**src/rtl/hnf_pcrd_grant_ctl_pkg.sv**
```systemverilog
// Shared defaults and FSM encodings for the HN-F PCrdGrant controller.
package hnf_pcrd_grant_ctl_pkg;

    localparam int HNF_MSHR_RNF_NUM_PARAM = 4;
    localparam int HNF_PCRD_CNT_WIDTH     = 4;
    localparam int HNF_SRCID_WIDTH        = 11;
    localparam int HNF_RNF_IDX_WIDTH      = 2;

    typedef enum logic {
        HNF_PCRD_IDLE = 1'b0,
        HNF_PCRD_SEND = 1'b1
    } hnf_pcrd_state_e;

endpackage

```
**src/rtl/hnf_pcrd_grant_ctl_onehot2idx.sv**
```systemverilog
// One-hot to binary index by OR-reduction; a zero vector yields index 0.
module hnf_onehot2idx #(
    parameter int RNF_NUM   = 4,
    parameter int IDX_WIDTH = 2
) (
    input  logic [RNF_NUM-1:0]   onehot,
    output logic [IDX_WIDTH-1:0] idx
);

    always_comb begin
        idx = '0;
        for (int i = 0; i < RNF_NUM; i++) begin
            if (onehot[i]) begin
                idx = idx | IDX_WIDTH'(i);
            end
        end
    end

endmodule

```
**src/rtl/hnf_pcrd_grant_ctl.sv**
```systemverilog
// Tracks PCrdGrants owed per RN-F after RetryAck and issues one grant per freed MSHR credit.
module hnf_pcrd_grant_ctl
    import hnf_pcrd_grant_ctl_pkg::*;
#(
    parameter int RNF_NUM     = HNF_MSHR_RNF_NUM_PARAM,
    parameter int CNT_WIDTH   = HNF_PCRD_CNT_WIDTH,
    parameter int SRCID_WIDTH = HNF_SRCID_WIDTH,
    parameter int IDX_WIDTH   = HNF_RNF_IDX_WIDTH
) (
    input  logic                           clk,
    input  logic                           rst,
    input  logic                           retry_sent_valid,
    input  logic [IDX_WIDTH-1:0]           retry_sent_idx,
    input  logic                           crd_avail,
    output logic                           crd_consume,
    output logic [RNF_NUM-1:0]             req_entry_vec,
    input  logic [RNF_NUM-1:0]             req_entry_ptr_sel,
    output logic                           upd_start_entry,
    input  logic [RNF_NUM*SRCID_WIDTH-1:0] rnf_srcid_tbl,
    output logic                           txrsp_pcrd_valid,
    input  logic                           txrsp_pcrd_ready,
    output logic [SRCID_WIDTH-1:0]         txrsp_pcrd_tgtid,
    output logic                           retry_cnt_ovf
);

    hnf_pcrd_state_e        state;
    logic                   decision;
    logic [IDX_WIDTH-1:0]   grant_idx;
    logic [RNF_NUM-1:0]     sat_hit;

    hnf_onehot2idx #(
        .RNF_NUM   (RNF_NUM),
        .IDX_WIDTH (IDX_WIDTH)
    ) u_onehot2idx (
        .onehot (req_entry_ptr_sel),
        .idx    (grant_idx)
    );

    // A grant is decided only from IDLE, so back-to-back decisions are impossible.
    assign decision        = !rst && (state == HNF_PCRD_IDLE) && crd_avail && (|req_entry_vec);
    assign upd_start_entry = decision;
    assign crd_consume     = decision;

    for (genvar i = 0; i < RNF_NUM; i++) begin : g_cnt
        logic [CNT_WIDTH-1:0] cnt_q;
        logic                 inc;
        logic                 dec;

        assign inc              = retry_sent_valid && (retry_sent_idx == IDX_WIDTH'(i));
        assign dec              = decision && (grant_idx == IDX_WIDTH'(i));
        assign req_entry_vec[i] = (cnt_q != '0);
        assign sat_hit[i]       = inc && !dec && (&cnt_q);

        always_ff @(posedge clk) begin
            if (rst) begin
                cnt_q <= '0;
            end else if (inc && !dec) begin
                if (!(&cnt_q)) begin
                    cnt_q <= cnt_q + 1'b1;
                end
            end else if (dec && !inc) begin
                if (cnt_q != '0) begin
                    cnt_q <= cnt_q - 1'b1;
                end
            end
        end
    end

    always_ff @(posedge clk) begin
        if (rst) begin
            state            <= HNF_PCRD_IDLE;
            txrsp_pcrd_valid <= 1'b0;
            txrsp_pcrd_tgtid <= '0;
            retry_cnt_ovf    <= 1'b0;
        end else begin
            if (|sat_hit) begin
                retry_cnt_ovf <= 1'b1;
            end
            case (state)
                HNF_PCRD_IDLE: begin
                    if (decision) begin
                        txrsp_pcrd_tgtid <= rnf_srcid_tbl[int'(grant_idx)*SRCID_WIDTH +: SRCID_WIDTH];
                        txrsp_pcrd_valid <= 1'b1;
                        state            <= HNF_PCRD_SEND;
                    end
                end
                HNF_PCRD_SEND: begin
                    if (txrsp_pcrd_ready) begin
                        txrsp_pcrd_valid <= 1'b0;
                        state            <= HNF_PCRD_IDLE;
                    end
                end
                default: begin
                    txrsp_pcrd_valid <= 1'b0;
                    state            <= HNF_PCRD_IDLE;
                end
            endcase
        end
    end

endmodule

```
**config.mk**
```make
export PLATFORM = sky130hd
export DESIGN_NAME = hnf_pcrd_grant_ctl
export DESIGN_NICKNAME = d
export VERILOG_FILES = /design/src/rtl/hnf_pcrd_grant_ctl_pkg.sv /design/src/rtl/hnf_pcrd_grant_ctl_onehot2idx.sv /design/src/rtl/hnf_pcrd_grant_ctl.sv
export SDC_FILE = /design/constraint.sdc
export NUM_CORES = 1
export LEC_CHECK = 0
export ABC_AREA = 1
export ABC_CLOCK_PERIOD_IN_PS = 3030
export CAP_MARGIN = 20
export CORE_ASPECT_RATIO = 1.75
export CORE_MARGIN = 2
export CORE_UTILIZATION = 37
export CTS_CLUSTER_DIAMETER = 200
export DETAILED_ROUTE_END_ITERATION = 8
export PLACE_DENSITY = 0.65
export SLEW_MARGIN = 10
export SYNTH_ARGS = -nofsm -noshare
export SYNTH_HDL_FRONTEND = slang
export SYNTH_SLANG_ARGS = --single-unit
```
**constraint.sdc**
```tcl
create_clock -name clk -period 3.03 [get_ports clk]
set_clock_uncertainty 0.15 [all_clocks]
set_input_delay 0.606 -clock clk [delete_from_list [all_inputs] [get_ports clk]]
set_output_delay 0.606 -clock clk [all_outputs]
set_load 0.1 [all_outputs]
```
==> run metrics <==
status finished, final reports clean; P_leak 1.26 nW; root buffer cell clkbuf_8; initial antenna violation count 0; pin count of the biggest net entering global routing 14; RD Place Congestion 0.769; Worst EP arrival 2.02 ns; clock sink count 30; Synth Area in XOR/XNOR 0.0183; I/O pin total 74; worst-margin pin slew 0.356 ns; count of final hold-check violations 0; Final period util 0.916; most common cell after layout, fill and taps aside clkdlybuf4s50_1; Vias 2126; CP required 2.27 ns; # Post-CTS Setup Buffers 0; register area share after synthesis 0.314; Rel. slew slack 0.761; CP Class in2out; CTS Buf Count 5; hold-fix buffers at CTS 0; Synth area leaders dfxtp_1 (31%), a22oi_1 (8.6%), nor2_1 (8.3%), nand2_1 (7.7%), o21ai_0 (5.5%); CTS tree done; P per Cell Area 488 mW/mm2; Post-Synthesis Net Count 331; overall routing resource usage 0.202; Synth Instances 264; post-cts sizing count 0; worst skew pair latency 0.29 ns; Die W 58.3 um; diodes inserted 0; most frequent cells in the layout clkdlybuf4s50_1 (53), nor2_1 (42), buf_4 (37); Hold Path Class reg2reg; Yosys cell types 24; CP max FO 10; simple-gate share of the synthesized area 0.287; YS warnings 0; placed insts 401; RSZ-0062 raised after global routing false; Max VDD drop 0.292 mV; Post-Route WL 5280 um; Fill cells 505; Core Rows 34; FMAX 360 MHz; Min Clock Period, post-route 2.78 ns; total gr overflow 0; vias in the first global route 2095; Final HPWL DP 4310 um; cell area after synthesis 0.00191 mm2; area leader, netlist dfxtp_1; design area 0.00288 mm2; total chip power 1.41 mW; Die Y 99.1 um; Via-to-Cell Ratio 5.20; residual DRC count 0; CTS H-tree depth 2; CORE AREA 0.00498 mm2; Synth Area in Compound Gates 0.218; multiplexer area fraction after synthesis 0; Seq cells post-synth 30; startpoint class of the critical path primary input; Initial DRC Count 59; Final #Nets 421; starting utilization of the core area 0.384; Max Slew Vio Count 0; Seq. cell area 601 um2; Reg clk slew, reported paths 0.06 ns; Worst setup EP type output pin; area share of the largest cell type after synthesis 0.314; Area Growth Syn to Fin 50.8%; Non-Filler Instances 409; post-synthesis adder-cell area fraction 0.0943; Max-cap violations 0; DRT antenna net count 0; routed wire length per instance 12.9 um; maximum clock path buffer count 2; final core utilization 0.579; Finish-stage setup viols 0; first-pass GRT wire length 9130 um; Placed Instance Area 0.00279 mm2; die area 0.00578 mm2; area occupied by multi-input gates 0.00119 mm2; Mean Syn Cell Area 7.24 um2; layout cells sized above 1 0.192; largest family of logic cells by synthesized area simple AND/OR/NAND/NOR gates; drt first pass iters 4; IO Port Bufs 72
[final timing paths]
kind,from,slack [ns],to,cells after the start
setup / recovery,rst,0.25,upd_start_entry,6
hold / removal,g_cnt[1].cnt_q[2],0.35,g_cnt[1].cnt_q[2],2
setup reg to reg,g_cnt[1].cnt_q[0],0.54,g_cnt[3].cnt_q[3],17
hold reg to reg,g_cnt[1].cnt_q[2],0.35,g_cnt[1].cnt_q[2],2
[power by group]
group          leakage (nW)  internal (mW)  switching, mW  total [mW]
clock network        0.0482          0.183          0.158       0.341
logic                 0.963          0.203          0.404       0.607
registers             0.245          0.429         0.0301       0.459
[final cells by class]
type	count	share of cell area
clock buffer	7	0.0300
inverter	22	0.0287
clock inverter	1	0.00174
multi-input combinational	203	0.413
tap	54	0.0235
sequential	30	0.209
timing repair buffer	92	0.295
[per-stage QoR]
stage | hold slack (ns) | setup slack (ns) | setup TNS (ns)
floorplan | 0.313 | 0.0816 | 0
global placement | 0.336 | -0.000574 | -0.000574
detailed placement | 0.338 | 0.00247 | 0
CTS | 0.351 | 0.226 | 0
global route | 0.377 | 0.0258 | 0
finish | 0.348 | 0.254 | 0
[flip-flops by register name, indices dropped and copies added (netlist names)]
name / cells
txrsp_pcrd_tgtid: 11
g_cnt.cnt_q: 16
retry_cnt_ovf: 1
state: 1
txrsp_pcrd_valid: 1
[worst max-delay path, cell delays in order]
cell	delay (ns)
clkdlybuf4s50_1	0.49
nor3b_4	0.28
buf_4	0.15
nand2_2	0.06
inv_2	0.22
buf_12	0.21
[layer usage]
layer	routed length [um]	vias to the layer above	track usage
met2	2780	72	0.370
met4	82	0	0.0698
met1	2030	949	0.211
met3	389	6	0.0564
li1	-	1099	-
met5	0	-	0
[cells in the mapped netlist, drive strengths merged]
| master | count |
|---|---|
| a21oi | 9 |
| clkbuf | 5 |
| or2 | 2 |
| nand3 | 13 |
| o21bai | 1 |
| nand4 | 9 |
| fa | 4 |
| nor3b | 1 |
| dfxtp | 30 |
| nor3 | 4 |
| ha | 8 |
| inv | 22 |
| o21ai | 21 |
| nor2 | 42 |
| nand2 | 48 |
| a22oi | 22 |
| a31oi | 15 |
| buf | 4 |
| xor2 | 4 |
[cell families (layout without fill, tap and decap cells)]
kind of cell,after synthesis,count (layout)
fa+ha+maj,12,12
xor+xnor,4,4
compound gates,68,68
buf+inv,31,122
flops,30,30
simple gates,119,119
(Power assumes the default switching activity.)
